$ cat config.mk
export PLATFORM = sky130hd
export DESIGN_NAME = addr_reg_file_ext
export DESIGN_NICKNAME = d
export VERILOG_FILES = /design/src/rtl/addr_reg_file_ext.sv
export SDC_FILE = /design/constraint.sdc
export NUM_CORES = 1
export LEC_CHECK = 0
export BUFFER_PORTS_ARGS = -buffer_cell sky130_fd_sc_hd__buf_2
export CAP_MARGIN = 20
export CORE_MARGIN = 3
export CORE_UTILIZATION = 46
export DETAILED_ROUTE_END_ITERATION = 10
export GPL_TIMING_DRIVEN = 0
export PLACE_DENSITY_LB_ADDON = 0.25
export REMOVE_ABC_BUFFERS = 1
export SLEW_MARGIN = 15
export SYNTH_ARGS = -nofsm -noshare
export SYNTH_HDL_FRONTEND = slang
export SYNTH_SLANG_ARGS = --single-unit
$ cat constraint.sdc
create_clock -name Clock -period 5.4 [get_ports Clock]
set_input_delay 0.81 -clock Clock [delete_from_list [all_inputs] [get_ports Clock]]
set_output_delay 0.81 -clock Clock [all_outputs]
set_load 0.03 [all_outputs]
$ cat src/rtl/addr_reg_file_ext.sv
// addr_reg_file_ext: PC/SP/AR (+extra) address register file with signed offset add,
// stride increment, sticky SP bound faults and an auto-incrementing AR burst engine.
module addr_reg_file_ext #(
    parameter int               WIDTH    = 16,
    parameter int               NUM_REGS = 4,
    parameter int               SEL_W    = $clog2(NUM_REGS),
    parameter int               STEP     = 2,
    parameter logic [WIDTH-1:0] SP_MIN   = 16'h0100,
    parameter logic [WIDTH-1:0] SP_MAX   = 16'hFFFE
) (
    input  logic                Clock,
    input  logic                rst,
    input  logic                E,
    input  logic [2:0]          FunSel,
    input  logic [NUM_REGS-1:0] RegSel,
    input  logic [SEL_W-1:0]    OutCSel,
    input  logic [SEL_W-1:0]    OutDSel,
    input  logic [WIDTH-1:0]    I,
    input  logic                flag_clr,
    input  logic                burst_start,
    input  logic [7:0]          burst_len,
    input  logic                burst_adv,
    output logic [WIDTH-1:0]    OutC,
    output logic [WIDTH-1:0]    OutD,
    output logic                sp_ovf,
    output logic                sp_unf,
    output logic                burst_busy,
    output logic                burst_done
);
    typedef enum logic {IDLE, BURST} state_t;

    localparam logic signed [WIDTH+1:0] ONE   = 1;
    localparam logic signed [WIDTH+1:0] STP   = (WIDTH+2)'(STEP);
    localparam logic signed [WIDTH+1:0] LO_W  = $signed({2'b00, SP_MIN});
    localparam logic signed [WIDTH+1:0] HI_W  = $signed({2'b00, SP_MAX});

    state_t                  state, state_nxt;
    logic [WIDTH-1:0]        regs [NUM_REGS];
    logic [WIDTH-1:0]        nxt  [NUM_REGS];
    logic [NUM_REGS-1:0]     we;
    logic signed [WIDTH+1:0] sp_cur, sp_off, sp_wide;
    logic                    sp_lo, sp_hi, sp_sel, ar_wr, adv, done_nxt;
    logic [7:0]              count, count_nxt;

    always_comb begin
        for (int k = 0; k < NUM_REGS; k++) begin
            case (FunSel)
                3'b000:  nxt[k] = regs[k] - WIDTH'(1);
                3'b001:  nxt[k] = regs[k] + WIDTH'(1);
                3'b010:  nxt[k] = I;
                3'b011:  nxt[k] = (k == 1) ? SP_MAX : '0;
                3'b100:  nxt[k] = regs[k] + I;
                3'b101:  nxt[k] = regs[k] + WIDTH'(STEP);
                default: nxt[k] = regs[k];
            endcase
            we[k] = E & RegSel[k];
        end
        // SP is range-checked on the unwrapped result so 0-1 reads as negative
        sp_cur = $signed({2'b00, regs[1]});
        sp_off = $signed({{2{I[WIDTH-1]}}, I});
        case (FunSel)
            3'b000:  sp_wide = sp_cur - ONE;
            3'b001:  sp_wide = sp_cur + ONE;
            3'b010:  sp_wide = $signed({2'b00, I});
            3'b011:  sp_wide = HI_W;
            3'b100:  sp_wide = sp_cur + sp_off;
            3'b101:  sp_wide = sp_cur + STP;
            default: sp_wide = sp_cur;
        endcase
        sp_lo  = sp_wide < LO_W;
        sp_hi  = sp_wide > HI_W;
        sp_sel = E & RegSel[1];
        we[1]  = sp_sel & ~sp_lo & ~sp_hi;
    end

    always_comb begin
        ar_wr     = E & RegSel[2];
        adv       = (state == BURST) & burst_adv & ~ar_wr;
        state_nxt = state;
        count_nxt = count;
        done_nxt  = 1'b0;
        if (state == IDLE) begin
            if (burst_start) begin
                count_nxt = burst_len;
                state_nxt = (burst_len == 8'd0) ? IDLE : BURST;
                done_nxt  = (burst_len == 8'd0);
            end
        end else if (adv) begin
            count_nxt = count - 8'd1;
            state_nxt = (count == 8'd1) ? IDLE : BURST;
            done_nxt  = (count == 8'd1);
        end
    end

    always_ff @(posedge Clock) begin
        if (rst) begin
            for (int k = 0; k < NUM_REGS; k++)
                regs[k] <= (k == 1) ? SP_MAX : '0;
            sp_ovf     <= 1'b0;
            sp_unf     <= 1'b0;
            state      <= IDLE;
            count      <= 8'd0;
            burst_done <= 1'b0;
        end else begin
            for (int k = 0; k < NUM_REGS; k++)
                if (we[k])
                    regs[k] <= nxt[k];
                else if (k == 2 && adv)
                    regs[k] <= regs[k] + WIDTH'(1);
            sp_ovf     <= (sp_ovf & ~flag_clr) | (sp_sel & sp_lo);
            sp_unf     <= (sp_unf & ~flag_clr) | (sp_sel & sp_hi);
            state      <= state_nxt;
            count      <= count_nxt;
            burst_done <= done_nxt;
        end
    end

    assign OutC       = (int'(OutCSel) < NUM_REGS) ? regs[OutCSel] : '0;
    assign OutD       = (int'(OutDSel) < NUM_REGS) ? regs[OutDSel] : '0;
    assign burst_busy = (state == BURST);
endmodule

==> impl_summary.md, run 1 <==
Global routing
The overall overflow remaining after global route is 0. The first global-routing pass estimated just over 60000 µm of wire. The overall global routing resource usage is 29.3%. The layer flagged by global routing as most heavily used is met2.

For this run, global-route usage on met2 was measured as 46.1%. The number of global-route vias before repair was 10700. The pin count of the biggest net entering global routing is 44. The initial antenna violation count is 0. Global routing consumed, on the met3 layer, 4.13% of the routing resources. Global routing consumed, on the met1 layer, 41.4% of the routing resources.

Logic synthesis
Among all flip-flop cells after synthesis, the most frequent one is sky130_fd_sc_hd__edfxtp_1. The cell area after technology mapping is between 10000 and 15000 µm². The fraction of synthesized cell area taken by the top area cell type is 17.3%. The most used standard cell by instance count after synthesis is sky130_fd_sc_hd__nor2_1.

The async set-or-reset flop fraction in the synthesized netlist is 0%. sky130_fd_sc_hd__edfxtp_1 takes more of the synthesized area than any other cell. The post-synthesis register bit count is 76.

The synthesized instance count is 1374. The number of distinct library cells after synthesis is 90. The average instance in the mapped netlist occupies 8.11 µm². By area the synthesized netlist is led by sky130_fd_sc_hd__edfxtp_1, sky130_fd_sc_hd__ha_1, sky130_fd_sc_hd__mux4_2. The number of flops mapped to enable cells by yosys is 64. The sequential area share after synthesis is 19.4%. The warning count from the yosys run is 0. After synthesis, the most frequently instantiated cells are sky130_fd_sc_hd__nor2_1, sky130_fd_sc_hd__nand2_1, sky130_fd_sc_hd__ha_1.

Worst setup path
For the worst setup path, the data arrival time is 5.20 ns. STA classifies the critical path startpoint as a primary input. Data on the critical path is required at its endpoint by 5.47 ns.

The number of buffer and inverter instances along the worst setup path is 2. Traced cell by cell, the critical path runs through buf_4 > clkinvlp_4 > or3_1 > and2_1 > ha_1 > o21ai_0 > o211ai_1 > a211oi_1 > nor3_1 > a2111oi_2 > o21bai_1 > a21oi_1 > xor2_1 > mux2i_1 > a31oi_1. The largest delay contributor family on the critical path is compound AO/OA/AOI/OAI gates. The startpoint of the worst register-to-register path is regs[1][0]$_SDFFCE_PP0P_. On the critical path, the stage with the largest delay is an instance of sky130_fd_sc_hd__clkinvlp_4.

Of all nets on the critical path, the largest fanout is between 40 and 50. The most critical setup path has its startpoint at FunSel[2]. The setup check on the worst reg-to-reg path leaves a slack of 0.61 ns. In this run the number of cells on the critical path is 15.

The critical path is of the primary input to flop type. On the worst path, the slowest cell contributes a delay of 0.51 ns. STA classifies the critical path endpoint as a flop. In this run the critical register-to-register path is captured at regs[1][13]$_SDFFCE_PP1P_.

The capture point of the worst path is regs[3][15]$_SDFFCE_PN0P_. The worst-case reg-to-reg path depth is 12.

STA
The worst path uses about 95% of the clock period. Based on the critical path, the design can be clocked at up to 195 MHz. The number of hold-slack violations in the final timing report is 0.

The total negative slack for setup checks is 0 ns. The worst path meets setup with 0.270 ns of slack. Across the routed clock network, the largest skew measured is 0.0106 ns.

The number of failing setup endpoints in the final timing report is 0. Setup repair after global routing left no endpoint under its margin. The worst path in the final design needs a cycle of 5.13 ns, including I/O delays and setup.

At the pin with the least slew margin, the transition time is 1.13 ns. The max-slew violation count came to 0. The worst slew slack as a fraction of its limit is around a quarter.

Clock network
The clock sink count is 76. CTS built an H-tree with a depth of 3. TritonCTS built the clock tree. The post-CTS clock slew at the launch and capture registers of the worst setup and hold paths is 0.07 ns. CTS placed an instance of sky130_fd_sc_hd__clkbuf_16 at the clock tree root. In this run, CTS created clock tree buffers numbering 9. The maximum clock path buffer count is 2. The clock latency of the later-clocked register in the worst-skew pair is 0.36 ns.

Floorplanning
The area of the die is about 26000 µm². The area of the core is roughly 24000 µm². The die is 162 µm wide. The I/O pin total is 77. The initial utilization of the core area, before any placement, comes to 47.2%. The row count is 56. Measured along the y axis, the die boundary spans 162 µm.

Run status
The flow ran to the end, and the final reports show no timing, DRC or antenna violations.

Power
The portion of total power attributed to combinational logic is 43.2%. For this design the static power due to leakage is 0.00446 µW. The fraction of power consumed by sequential logic is 30.6%. The net load switching power is around 1000 µW. Power spread over the standard cell area amounts to approximately 210 nW/µm².

The share of total power consumed by net switching is 40.7%. Cell internal power was estimated by the tool at 1500 µW. The share of power burned in the clock network is 26.3%. The largest voltage drop on the vdd net is 0.141 mV. The overall power is around 2500 µW.

Route
In the routed design, unresolved DRC markers number 0. The remaining number of nets flagged by the antenna check after routing is 0. In the routed layout, each cell is associated on average with a via count of 6.70. For this block, the routed nets add up to 38400 µm of wire. The total number of vias is between 10000 and 15000. The first routing iteration left approximately 1500 violations. The first TritonRoute pass finished after 8 iterations.

The detail-routed net length per standard cell is 22.5 µm.

Worst hold path
The worst hold path class is flop to flop. In this run the most critical hold path is launched from sp_unf$_SDFF_PP0_.

Place
Detailed placement finished with a half-perimeter wire length of 28500 µm. The worst setup slack before clock tree synthesis is -1.50 ns. Input and output buffers added on the ports amount to 76. The placer congestion estimate is 0.940.

Finish
The number of nets in the layout is roughly 1500. The antenna diode count is 0. The area added between synthesis and finish is 8.12%. Cells with a size suffix above 1 make up 12.8% of the layout.

Flow run
Across the run, the number of max-cap violations was 0.
==> per-stage QoR <==
| step | hold WS, ns | instance area (µm²) | util (%) | cells |
|---|---|---|---|---|
| final | 0.484 | 12000 | 51.0 | 1707 |
| after detailed placement | 0.461 | 11700 | 49.5 | 1688 |
| after global placement | 0.463 | 11600 | 49.0 | 1682 |
| after floorplan | 0.453 | 10800 | - | 1287 |
| after CTS | 0.483 | 12000 | 50.9 | 1705 |
| after global routing | 0.521 | 12000 | 51.0 | 1707 |
==> power groups by stage <==
stage	registers (µW)	clock network, µW	logic, µW
final	774	665	1090
after global routing	781	688	1200
after CTS	771	666	1070
after detailed placement	784	0	1060
after global placement	783	0	1040
after floorplan	753	0	787
==> cells by family after synthesis <==
| logic type | synth area share, % |
|---|---|
| compound gates | 23.5 |
| xor+xnor | 10.1 |
| fa+ha+maj | 10.8 |
| buf+inv | 4.67 |
| flops | 19.4 |
| mux | 7.28 |
| simple gates | 24.3 |
==> state kept, by name (all words and copies together) (netlist names) <==
name / count
burst_busy: 1
burst_done: 1
count: 8
regs: 64
sp_ovf: 1
sp_unf: 1
==> worst register-to-register path, cell delays in order (launching register included) <==
cell and delay (ns):
sky130_fd_sc_hd__edfxtp_1 0.65, sky130_fd_sc_hd__ha_1 0.38, sky130_fd_sc_hd__fa_1 0.42, sky130_fd_sc_hd__a21o_1 0.24, sky130_fd_sc_hd__a22oi_1 0.34, sky130_fd_sc_hd__a21oi_1 0.14
sky130_fd_sc_hd__xnor2_1 0.19, sky130_fd_sc_hd__a211oi_1 0.12, sky130_fd_sc_hd__or4b_1 0.57, sky130_fd_sc_hd__nor4b_1 0.32, sky130_fd_sc_hd__and4b_1 0.41, sky130_fd_sc_hd__nor2b_1 0.15
sky130_fd_sc_hd__a41o_1 0.50
==> worst min path at each step <==
stage                                  to  slack, ns  cells after the start
detailed placement      sp_unf$_SDFF_PP0_       0.46                      2
CTS                     sp_unf$_SDFF_PP0_       0.48                      2
global route        count[1]$_SDFFE_PP0P_       0.52                      2
global placement        sp_unf$_SDFF_PP0_       0.46                      2
floorplan           count[1]$_SDFFE_PP0P_       0.45                      2
finish                  sp_unf$_SDFF_PP0_       0.48                      2
==> repair_timing <==
| item | in CTS | in global routing |
|---|---|---|
| pin swaps | 0 | 1 |
| buffers inserted | 0 | 2 |
| hold buffers | 0 | 0 |
| setup endpoints to repair | 41 | 5 |
| gates resized for setup | 7 | 2 |
| cloned | 1 | 0 |
==> final cells by class <==
| cell class | instances | area (µm²) |
|---|---|---|
| flip-flops and latches | 76 | 2160 |
| repair buffers | 84 | 502 |
| clock buffers | 11 | 275 |
| repair inverters | 1 | 5.00 |
| inverters | 43 | 165 |
| clock inverters | 5 | 37.5 |
| fillers | 2299 | 11600 |
| multi-input cells | 1168 | 8500 |
| well taps | 319 | 399 |
==> placed cells by master, fill, tap and decap left out, drive strengths merged, types with 16 or more instances in the layout <==
cell type	Yosys	routed
mux4	32	32
nand4	18	18
o21ai	75	75
edfxtp	64	64
nand2	122	122
nand3	72	72
xnor2	81	81
a211oi	23	23
or3	35	35
nor3	37	37
a21oi	82	82
ha	88	88
a222oi	23	23
buf	22	83
inv	42	44
nor4	16	16
xor2	47	47
a221oi	26	26
nor2	129	129
and2	19	19
a21o	23	23
and3	18	18
==> per-layer routing <==
layer / part of all wire, % / vias to the layer above
li1: - / 5280
met1: 43 / 5444
met2: 45 / 607
met3: 8.5 / 98
met4: 3.2 / 0
met5: 0 / -
Power figures use the tool's default switching activity.
==> run 2, diff against run 1 <==
--- a/config.mk
+++ b/config.mk
@@ -8,7 +8,7 @@
 export BUFFER_PORTS_ARGS = -buffer_cell sky130_fd_sc_hd__buf_2
 export CAP_MARGIN = 20
 export CORE_MARGIN = 3
-export CORE_UTILIZATION = 46
+export CORE_UTILIZATION = 35
 export DETAILED_ROUTE_END_ITERATION = 10
 export GPL_TIMING_DRIVEN = 0
 export PLACE_DENSITY_LB_ADDON = 0.25
==> impl_summary.md, run 2 (synthesized netlist as in run 1, its figures left out) <==
STA
The slew of the pin with the lowest slew margin is 1.03 ns (was 1.13 ns). The max-slew violation count is 0 (unchanged). The total negative slack for setup checks came to 0 ns (unchanged).

The final clock period utilization by the worst path is 94.4% (was 95.0%). The worst hold-check slack is 0.491 ns (was 0.484 ns). The number of failing setup endpoints in the final timing report is 0 (unchanged). The final worst slack is 0.302 ns (was 0.270 ns). The clock period minus worst slack is 5.10 ns (was 5.13 ns).

The number of hold-slack violations in the final timing report is 0 (unchanged). The worst slew slack as a fraction of its limit is 31.2% (was 24.6%). The clock tree skew after final layout is 0.00914 ns (was 0.0106 ns). The highest achievable clock rate is 196 MHz (was 195 MHz).

Finish
The antenna diode count was 0 (unchanged). The number of nets in the layout is 1522 (was 1517). Biggest registers after layout: regs (64), count (8) (unchanged). The number of fill cells was 3180 (was 2299). The share of layout cells above drive strength 1 came to 13.1% (was 12.8%). The area added between synthesis and finish was 9.73% (was 8.12%).

Commonest cells after routing, fill and taps aside: sky130_fd_sc_hd__nor2_1, sky130_fd_sc_hd__nand2_1, sky130_fd_sc_hd__ha_1, sky130_fd_sc_hd__a21oi_1, sky130_fd_sc_hd__xnor2_1 (unchanged). The flip-flop count of the largest register, all copies and words added was 64 (unchanged). The most frequent standard cell in the layout excluding fill and tap cells is sky130_fd_sc_hd__nor2_1 (unchanged). The register containing the most flip-flops in the final layout is regs (unchanged).

Clock network
The clock latency of the later-clocked register in the worst-skew pair is 0.35 ns (was 0.36 ns). The maximum level of the CTS H-tree came to 3 (unchanged). The total of hold buffers inserted after clock tree synthesis is 0 (unchanged). The clock sink count is 76 (unchanged). The maximum clock path buffer count is 2 (unchanged). The CTS tree was built (unchanged).

The TritonCTS buffer count is 9 (unchanged). The post-CTS clock slew at the launch and capture registers of the worst setup and hold paths was 0.07 ns (about the same). The cell at the root of the clock tree is sky130_fd_sc_hd__clkbuf_16 (unchanged).

Run status
Outcome: completed (unchanged).

Place
The number of input and output port buffers inserted is 76 (unchanged). The HPWL reported at the end of detailed placement is 30500 µm (was 28500 µm). The placer congestion estimate is 0.911 (was 0.940). The worst setup slack before clock tree synthesis is -1.01 ns (was -1.50 ns).

Power
The fraction of power consumed by sequential logic came to 30.3% (was 30.6%). The share of total power consumed by net switching is 40.2% (was 40.7%). The net load switching power is 1030 µW (about the same). The share of power burned in the clock network is 26.8% (was 26.3%).

The internal power contribution was 1530 µW (was 1500 µW). The portion of total power attributed to combinational logic came to 42.9% (was 43.2%). The power density over the cells came to 210 nW/µm² (about the same). The leakage component of the power is 0.00450 µW (was 0.00446 µW).

The largest voltage drop on the vdd net is 0.184 mV (was 0.141 mV).

Worst hold path
The worst hold path class is flop to flop (unchanged).

Worst setup path
The cell with the largest stage delay on the worst path was sky130_fd_sc_hd__or2_2 (was sky130_fd_sc_hd__clkinvlp_4). The maximum fanout along the worst path is 38 (was 42). The type of the worst setup path is primary input to flop (unchanged). Cell-by-cell trace of the critical path: clkbuf_4 > or2_2 > or3_1 > and2_1 > ha_1 > a211oi_1 > o211ai_1 > a211oi_1 > nor3_1 > a2111oi_2 > o21bai_1 > a21oi_1 > xor2_1 > mux2i_1 > a31oi_1 (was buf_4 > clkinvlp_4 > or3_1 > and2_1 > ha_1 > o21ai_0 > o211ai_1 > a211oi_1 > nor3_1 > a2111oi_2 > o21bai_1 > a21oi_1 > xor2_1 > mux2i_1 > a31oi_1). The number of buffer and inverter instances along the worst setup path is 1 (was 2).

Counting stages on the worst path, the most repeated cell is sky130_fd_sc_hd__a211oi_1. The critical path required time is 5.46 ns (was 5.47 ns). The critical path startpoint category is a primary input (unchanged). The internal reg-to-reg setup slack is 0.68 ns (was 0.61 ns). The largest delay contributor family on the critical path is compound AO/OA/AOI/OAI gates (unchanged). The sort of element at the end of the critical path is a flop (unchanged).

The peak per-stage delay on the critical path came to 0.63 ns (was 0.51 ns). The data arrival at the endpoint of the critical path is 5.15 ns (was 5.20 ns).

Flow run
The number of max-cap violations is 0 (unchanged).

Route
The total number of vias is 11300 (was 11400). The met3 wirelength from detailed routing is 3340 µm (was 3270 µm). The detailed-routed wire length on met2 was 18000 µm (was 17300 µm). The total routed wirelength was 40300 µm (was 38400 µm). The detailed-router iteration count before antenna repair is 6 (was 8). The number of violations reported at the end of detailed-routing iteration 0 is 1206 (was 1541). The detail-routed via count per cell is 6.33 (was 6.70).

The detail-routed net length per standard cell is 22.5 µm (about the same). The uppermost layer routed is met4 (unchanged). The post-detailed-route DRC marker count is 0 (unchanged). The sum of routed wire segments on met1 is 18000 µm (was 16700 µm). The remaining number of nets flagged by the antenna check after routing is 0 (unchanged).

Global routing
The overall overflow remaining after global route is 0 (unchanged). The wire length of the first global-routing pass was 62000 µm (was 60800 µm). The overall global routing resource usage is 23.3% (was 29.3%).

The pin count of the biggest net entering global routing was 44 (unchanged). The initial antenna violation count came to 0 (unchanged). The number of global-route vias before repair is 10500 (was 10700).

Floorplanning
The initial core utilization is 35.9% (was 47.2%). The height of the chip came to 184 µm (was 162 µm). The area of the die is 34000 µm² (was 26100 µm²). The area of the core is 31000 µm² (was 23600 µm²). The I/O pin total came to 77 (unchanged). The row count is 64 (was 56). The die outline width is 184 µm (was 162 µm).
## run 2: changes by cell type in the layout (fill, tap and decap cells not counted)
cell	previous run	this run
sky130_fd_sc_hd__clkbuf_16	11	12
sky130_fd_sc_hd__buf_2	74	73
sky130_fd_sc_hd__clkinv_2	1	0
sky130_fd_sc_hd__buf_4	3	6
sky130_fd_sc_hd__buf_8	0	1
sky130_fd_sc_hd__inv_6	2	1
sky130_fd_sc_hd__buf_12	2	1
sky130_fd_sc_hd__clkinv_4	1	2
sky130_fd_sc_hd__buf_6	3	5
sky130_fd_sc_hd__buf_16	1	2
## run 2: power by group through the flow
stage | Clock (µW) | Combinational (µW) | Sequential, µW
6_report | 686 | 1100 | 777
5_1_grt | 717 | 1210 | 784
4_1_cts | 699 | 1080 | 774
3_5_place_dp | 0 | 1070 | 787
3_3_place_gp | 0 | 1050 | 788
2_1_floorplan | 0 | 787 | 753
## run 2: per-layer routing
| layer | global-route usage, % | vias to the layer above |
|---|---|---|
| met5 | 0 | - |
| met1 | 32.9 | 5448 |
| li1 | - | 5285 |
| met4 | 7.47 | 0 |
| met3 | 4.48 | 68 |
| met2 | 36.1 | 519 |
## run 2: path summary, 6_finish.rpt
| check | startpoint | to | depth (start not counted) |
|---|---|---|---|
| setup / recovery | FunSel[1] | regs[3][15]$_SDFFCE_PN0P_ | 15 |
| setup reg to reg | regs[1][1]$_SDFFCE_PP1P_ | regs[1][12]$_SDFFCE_PP1P_ | 11 |
| hold reg to reg | sp_unf$_SDFF_PP0_ | sp_unf$_SDFF_PP0_ | 2 |
| hold / removal | sp_unf$_SDFF_PP0_ | sp_unf$_SDFF_PP0_ | 2 |
## run 2: final cells by class
type | instances | area, µm² | area share, %
Multi-Input combinational cell | 1168 | 8500 | 69.5
Sequential cell | 76 | 2160 | 17.7
Timing Repair Buffer | 89 | 564 | 4.62
Tap cell | 396 | 495 | 4.05
Clock buffer | 12 | 300 | 2.46
Inverter | 43 | 165 | 1.35
Clock inverter | 4 | 32.5 | 0.266
Timing Repair inverter | 1 | 5.00 | 0.0409
## run 2: worst register-to-register path: stages, from the launching register on
cell                       delay [ns]
sky130_fd_sc_hd__edfxtp_1        0.66
sky130_fd_sc_hd__inv_1           0.30
sky130_fd_sc_hd__ha_1            0.28
sky130_fd_sc_hd__or4b_4          0.53
sky130_fd_sc_hd__or3_1           0.40
sky130_fd_sc_hd__o22ai_1         0.20
sky130_fd_sc_hd__a211oi_1        0.08
sky130_fd_sc_hd__or4b_1          0.56
sky130_fd_sc_hd__nor4b_1         0.30
sky130_fd_sc_hd__and4b_1         0.41
sky130_fd_sc_hd__nor2b_1         0.13
sky130_fd_sc_hd__a41o_1          0.49
## run 2: through the flow
| stage | power (µW) | util, % | area, µm² | std cells |
|---|---|---|---|---|
| 2_1_floorplan | 1540 | - | 10800 | 1287 |
| 3_3_place_gp | 1840 | 37.6 | 11700 | 1759 |
| 3_5_place_dp | 1860 | 38.1 | 11800 | 1767 |
| 4_1_cts | 2560 | 39.3 | 12200 | 1784 |
| 5_1_grt | 2710 | 39.4 | 12200 | 1789 |
| 6_report | 2560 | 39.4 | 12200 | 1789 |
## run 2: what timing repair did
item | in CTS | in global routing
pin swaps | 0 | 0
cloned | 1 | 0
setup endpoints to repair | 10 | 1
buffers inserted | 0 | 4
gates resized for setup | 7 | 3
==> run 3, diff against run 2 <==
--- a/config.mk
+++ b/config.mk
@@ -5,11 +5,11 @@
 export SDC_FILE = /design/constraint.sdc
 export NUM_CORES = 1
 export LEC_CHECK = 0
-export BUFFER_PORTS_ARGS = -buffer_cell sky130_fd_sc_hd__buf_2
 export CAP_MARGIN = 20
 export CORE_MARGIN = 3
 export CORE_UTILIZATION = 35
 export DETAILED_ROUTE_END_ITERATION = 10
+export DONT_BUFFER_PORTS = 1
 export GPL_TIMING_DRIVEN = 0
 export PLACE_DENSITY_LB_ADDON = 0.25
 export REMOVE_ABC_BUFFERS = 1
==> impl_summary.md, run 3 (synthesized netlist as in run 1, its figures left out) <==
Place
The placer congestion estimate is 0.898 (was 0.911). The HPWL reported at the end of detailed placement is 30500 µm (about the same). The number of input and output port buffers inserted was 0 (was 76). The worst setup slack before clock tree synthesis is -0.188 ns (was -1.01 ns).

Power
The share of power burned in the clock network is 27.0% (was 26.8%). The leakage component of the power is 0.00415 µW (was 0.00450 µW). The internal power contribution is 1460 µW (was 1530 µW). The fraction of power consumed by sequential logic was 31.9% (was 30.3%). The largest voltage drop on the vdd net is 0.151 mV (was 0.184 mV).

The portion of total power attributed to combinational logic was 41.1% (was 42.9%). The power density over the cells is 208 nW/µm² (was 210 nW/µm²). The net load switching power came to 980 µW (was 1030 µW). The share of total power consumed by net switching is 40.2% (about the same).

Route
The post-detailed-route DRC marker count is 0 (unchanged). The total number of vias came to 11000 (was 11300). The detailed-router iteration count before antenna repair is 6 (unchanged). The remaining number of nets flagged by the antenna check after routing is 0 (unchanged). The number of violations reported at the end of detailed-routing iteration 0 is 1269 (was 1206).

The total routed wirelength was 40100 µm (was 40300 µm). The detail-routed net length per standard cell is 23.5 µm (was 22.5 µm). The detail-routed via count per cell is 6.44 (was 6.33).

Clock network
The clock sink count came to 76 (unchanged). The TritonCTS buffer count is 9 (unchanged). The total of hold buffers inserted after clock tree synthesis is 0 (unchanged).

The maximum level of the CTS H-tree is 3 (unchanged). The clock latency of the later-clocked register in the worst-skew pair is 0.37 ns (was 0.35 ns). The CTS tree is built (unchanged).

The cell at the root of the clock tree is sky130_fd_sc_hd__clkbuf_16 (unchanged). The post-CTS clock slew at the launch and capture registers of the worst setup and hold paths is 0.07 ns (about the same). The maximum clock path buffer count is 2 (unchanged).

Global routing
The initial antenna violation count came to 0 (unchanged). The overall overflow remaining after global route is 0 (unchanged). The overall global routing resource usage is 23.1% (was 23.3%). The pin count of the biggest net entering global routing is 44 (unchanged).

The number of global-route vias before repair came to 10400 (was 10500). The wire length of the first global-routing pass is 61200 µm (was 62000 µm).

Worst setup path
The startpoint of the worst register-to-register path is regs[1][1]$_SDFFCE_PP1P_ (unchanged). The internal reg-to-reg setup slack came to 0.61 ns (was 0.68 ns). The maximum fanout along the worst path is 38 (unchanged). The worst-case reg-to-reg path depth was 11 (unchanged).

The sort of element at the end of the critical path is a flop (unchanged). The data arrival at the endpoint of the critical path is 5.06 ns (was 5.15 ns). The critical path startpoint category is a primary input (unchanged). The type of the worst setup path is primary input to flop (unchanged). The critical path required time was 5.48 ns (was 5.46 ns). The capture instance of the worst register-to-register path is regs[1][10]$_SDFFCE_PP1P_ (was regs[1][12]$_SDFFCE_PP1P_). The critical path startpoint was FunSel[1] (unchanged). The capture point of the worst path was regs[3][15]$_SDFFCE_PN0P_ (unchanged).

Floorplanning
The die outline width is 184 µm (unchanged). The area of the die is 34000 µm² (unchanged). The I/O pin total is 77 (unchanged). The area of the core is 31000 µm² (unchanged). The row count is 64 (unchanged). The height of the chip is 184 µm (unchanged). The initial core utilization was 35.9% (unchanged).

Flow run
The number of max-cap violations is 0 (unchanged).

STA
The clock tree skew after final layout came to 0.0128 ns (was 0.00914 ns). The number of failing setup endpoints in the final timing report is 0 (unchanged). The clock period minus worst slack is 4.99 ns (was 5.10 ns). Setup repair after global routing left no endpoint under its margin. The max-slew violation count came to 0 (unchanged). The worst hold-check slack came to 0.506 ns (was 0.491 ns). The number of hold-slack violations in the final timing report is 0 (unchanged). The final worst slack is 0.415 ns (was 0.302 ns).

The slew of the pin with the lowest slew margin is 1.12 ns (was 1.03 ns). The final clock period utilization by the worst path is 92.3% (was 94.4%). The highest achievable clock rate came to 201 MHz (was 196 MHz). The worst slew slack as a fraction of its limit is 24.4% (was 31.2%).

Finish
The area added between synthesis and finish was 5.41% (was 9.73%). The register containing the most flip-flops in the final layout is regs (unchanged). The antenna diode count came to 0 (unchanged). Commonest cells after routing, fill and taps aside: sky130_fd_sc_hd__nor2_1, sky130_fd_sc_hd__nand2_1, sky130_fd_sc_hd__ha_1, sky130_fd_sc_hd__a21oi_1, sky130_fd_sc_hd__xnor2_1 (unchanged). The number of fill cells came to 3118 (was 3180). The flip-flop count of the largest register, all copies and words added is 64 (unchanged). Biggest registers after layout: regs (64), count (8) (unchanged).

The share of layout cells above drive strength 1 is 7.39% (was 13.1%). The number of nets in the layout is 1441 (was 1522). The most frequent standard cell in the layout excluding fill and tap cells is sky130_fd_sc_hd__nor2_1 (unchanged).

Worst hold path
The worst hold path class is primary input to flop (was flop to flop). The startpoint of the lowest-slack hold path is rst (was sp_unf$_SDFF_PP0_).

Run status
Outcome: completed (unchanged).
[run 3: cell count changes in the layout (fill, tap and decap cells not counted), moves of 2 or more]
cell / before / now
sky130_fd_sc_hd__buf_2: 73 / 0
sky130_fd_sc_hd__buf_4: 6 / 2
sky130_fd_sc_hd__clkbuf_16: 12 / 10
sky130_fd_sc_hd__buf_6: 5 / 3
[run 3: power groups by stage]
| stage | Sequential, µW | Clock, µW | Combinational [µW] |
|---|---|---|---|
| 2_1_floorplan | 753 | 0 | 787 |
| 3_3_place_gp | 790 | 0 | 961 |
| 3_5_place_dp | 790 | 0 | 984 |
| 4_1_cts | 777 | 667 | 990 |
| 5_1_grt | 786 | 681 | 1100 |
| 6_report | 779 | 660 | 1000 |
[run 3: final cells by class]
cell class	count	area, µm²	share of cell area, %
Clock inverter	5	41.3	0.352
Timing Repair Buffer	9	139	1.18
Inverter	43	161	1.37
Sequential cell	76	2160	18.4
Clock buffer	11	264	2.25
Multi-Input combinational cell	1168	8480	72.2
Tap cell	396	495	4.22
[run 3: metrics by stage]
| step | setup TNS, ns | cells | cell area, µm² | util [%] | total power (µW) |
|---|---|---|---|---|---|
| floorplan | 0 | 1287 | 10800 | - | 1540 |
| global placement | -5.08 | 1683 | 11300 | 36.4 | 1750 |
| detailed placement | -0.188 | 1692 | 11400 | 36.9 | 1770 |
| CTS | 0 | 1708 | 11700 | 37.9 | 2430 |
| global route | 0 | 1708 | 11700 | 37.9 | 2570 |
| finish | 0 | 1708 | 11700 | 37.9 | 2440 |
[run 3: timing repair]
action | in CTS | in global routing
setup endpoints to repair | 0 | 1
endpoints found under the hold margin | 0 | 0
resized for setup | 0 | 2
buffers inserted | 0 | 0
[run 3: worst min path at each step]
stage / end / cells after the start / slack [ns]
6_report: count[5]$_SDFFE_PP0P_ / 1 / 0.51
5_1_grt: burst_done$_SDFF_PP0_ / 1 / 0.50
4_1_cts: count[4]$_SDFFE_PP0P_ / 1 / 0.50
3_5_place_dp: count[1]$_SDFFE_PP0P_ / 2 / 0.49
3_3_place_gp: count[1]$_SDFFE_PP0P_ / 2 / 0.48
2_1_floorplan: count[1]$_SDFFE_PP0P_ / 2 / 0.45
[run 3: critical path, stage by stage]
cell and delay [ns]:
sky130_fd_sc_hd__or2_1 0.62, sky130_fd_sc_hd__or3_1 0.51, sky130_fd_sc_hd__and2_1 0.25, sky130_fd_sc_hd__ha_1 0.35, sky130_fd_sc_hd__o21ai_0 0.24, sky130_fd_sc_hd__o211ai_1 0.20, sky130_fd_sc_hd__a211oi_1 0.44, sky130_fd_sc_hd__nor3_1 0.12
sky130_fd_sc_hd__a2111oi_1 0.62, sky130_fd_sc_hd__o21bai_1 0.14, sky130_fd_sc_hd__a21oi_1 0.23, sky130_fd_sc_hd__xor2_1 0.20, sky130_fd_sc_hd__mux2i_1 0.21, sky130_fd_sc_hd__a31oi_1 0.10
[run 3: metal layers]
metal	global-route usage (%)	wire length [µm]	up-vias
li1	-	-	5113
met1	31.9	17700	5321
met2	37.1	18100	496
met3	4.30	3430	63
met4	5.96	831	0
met5	0	0	-
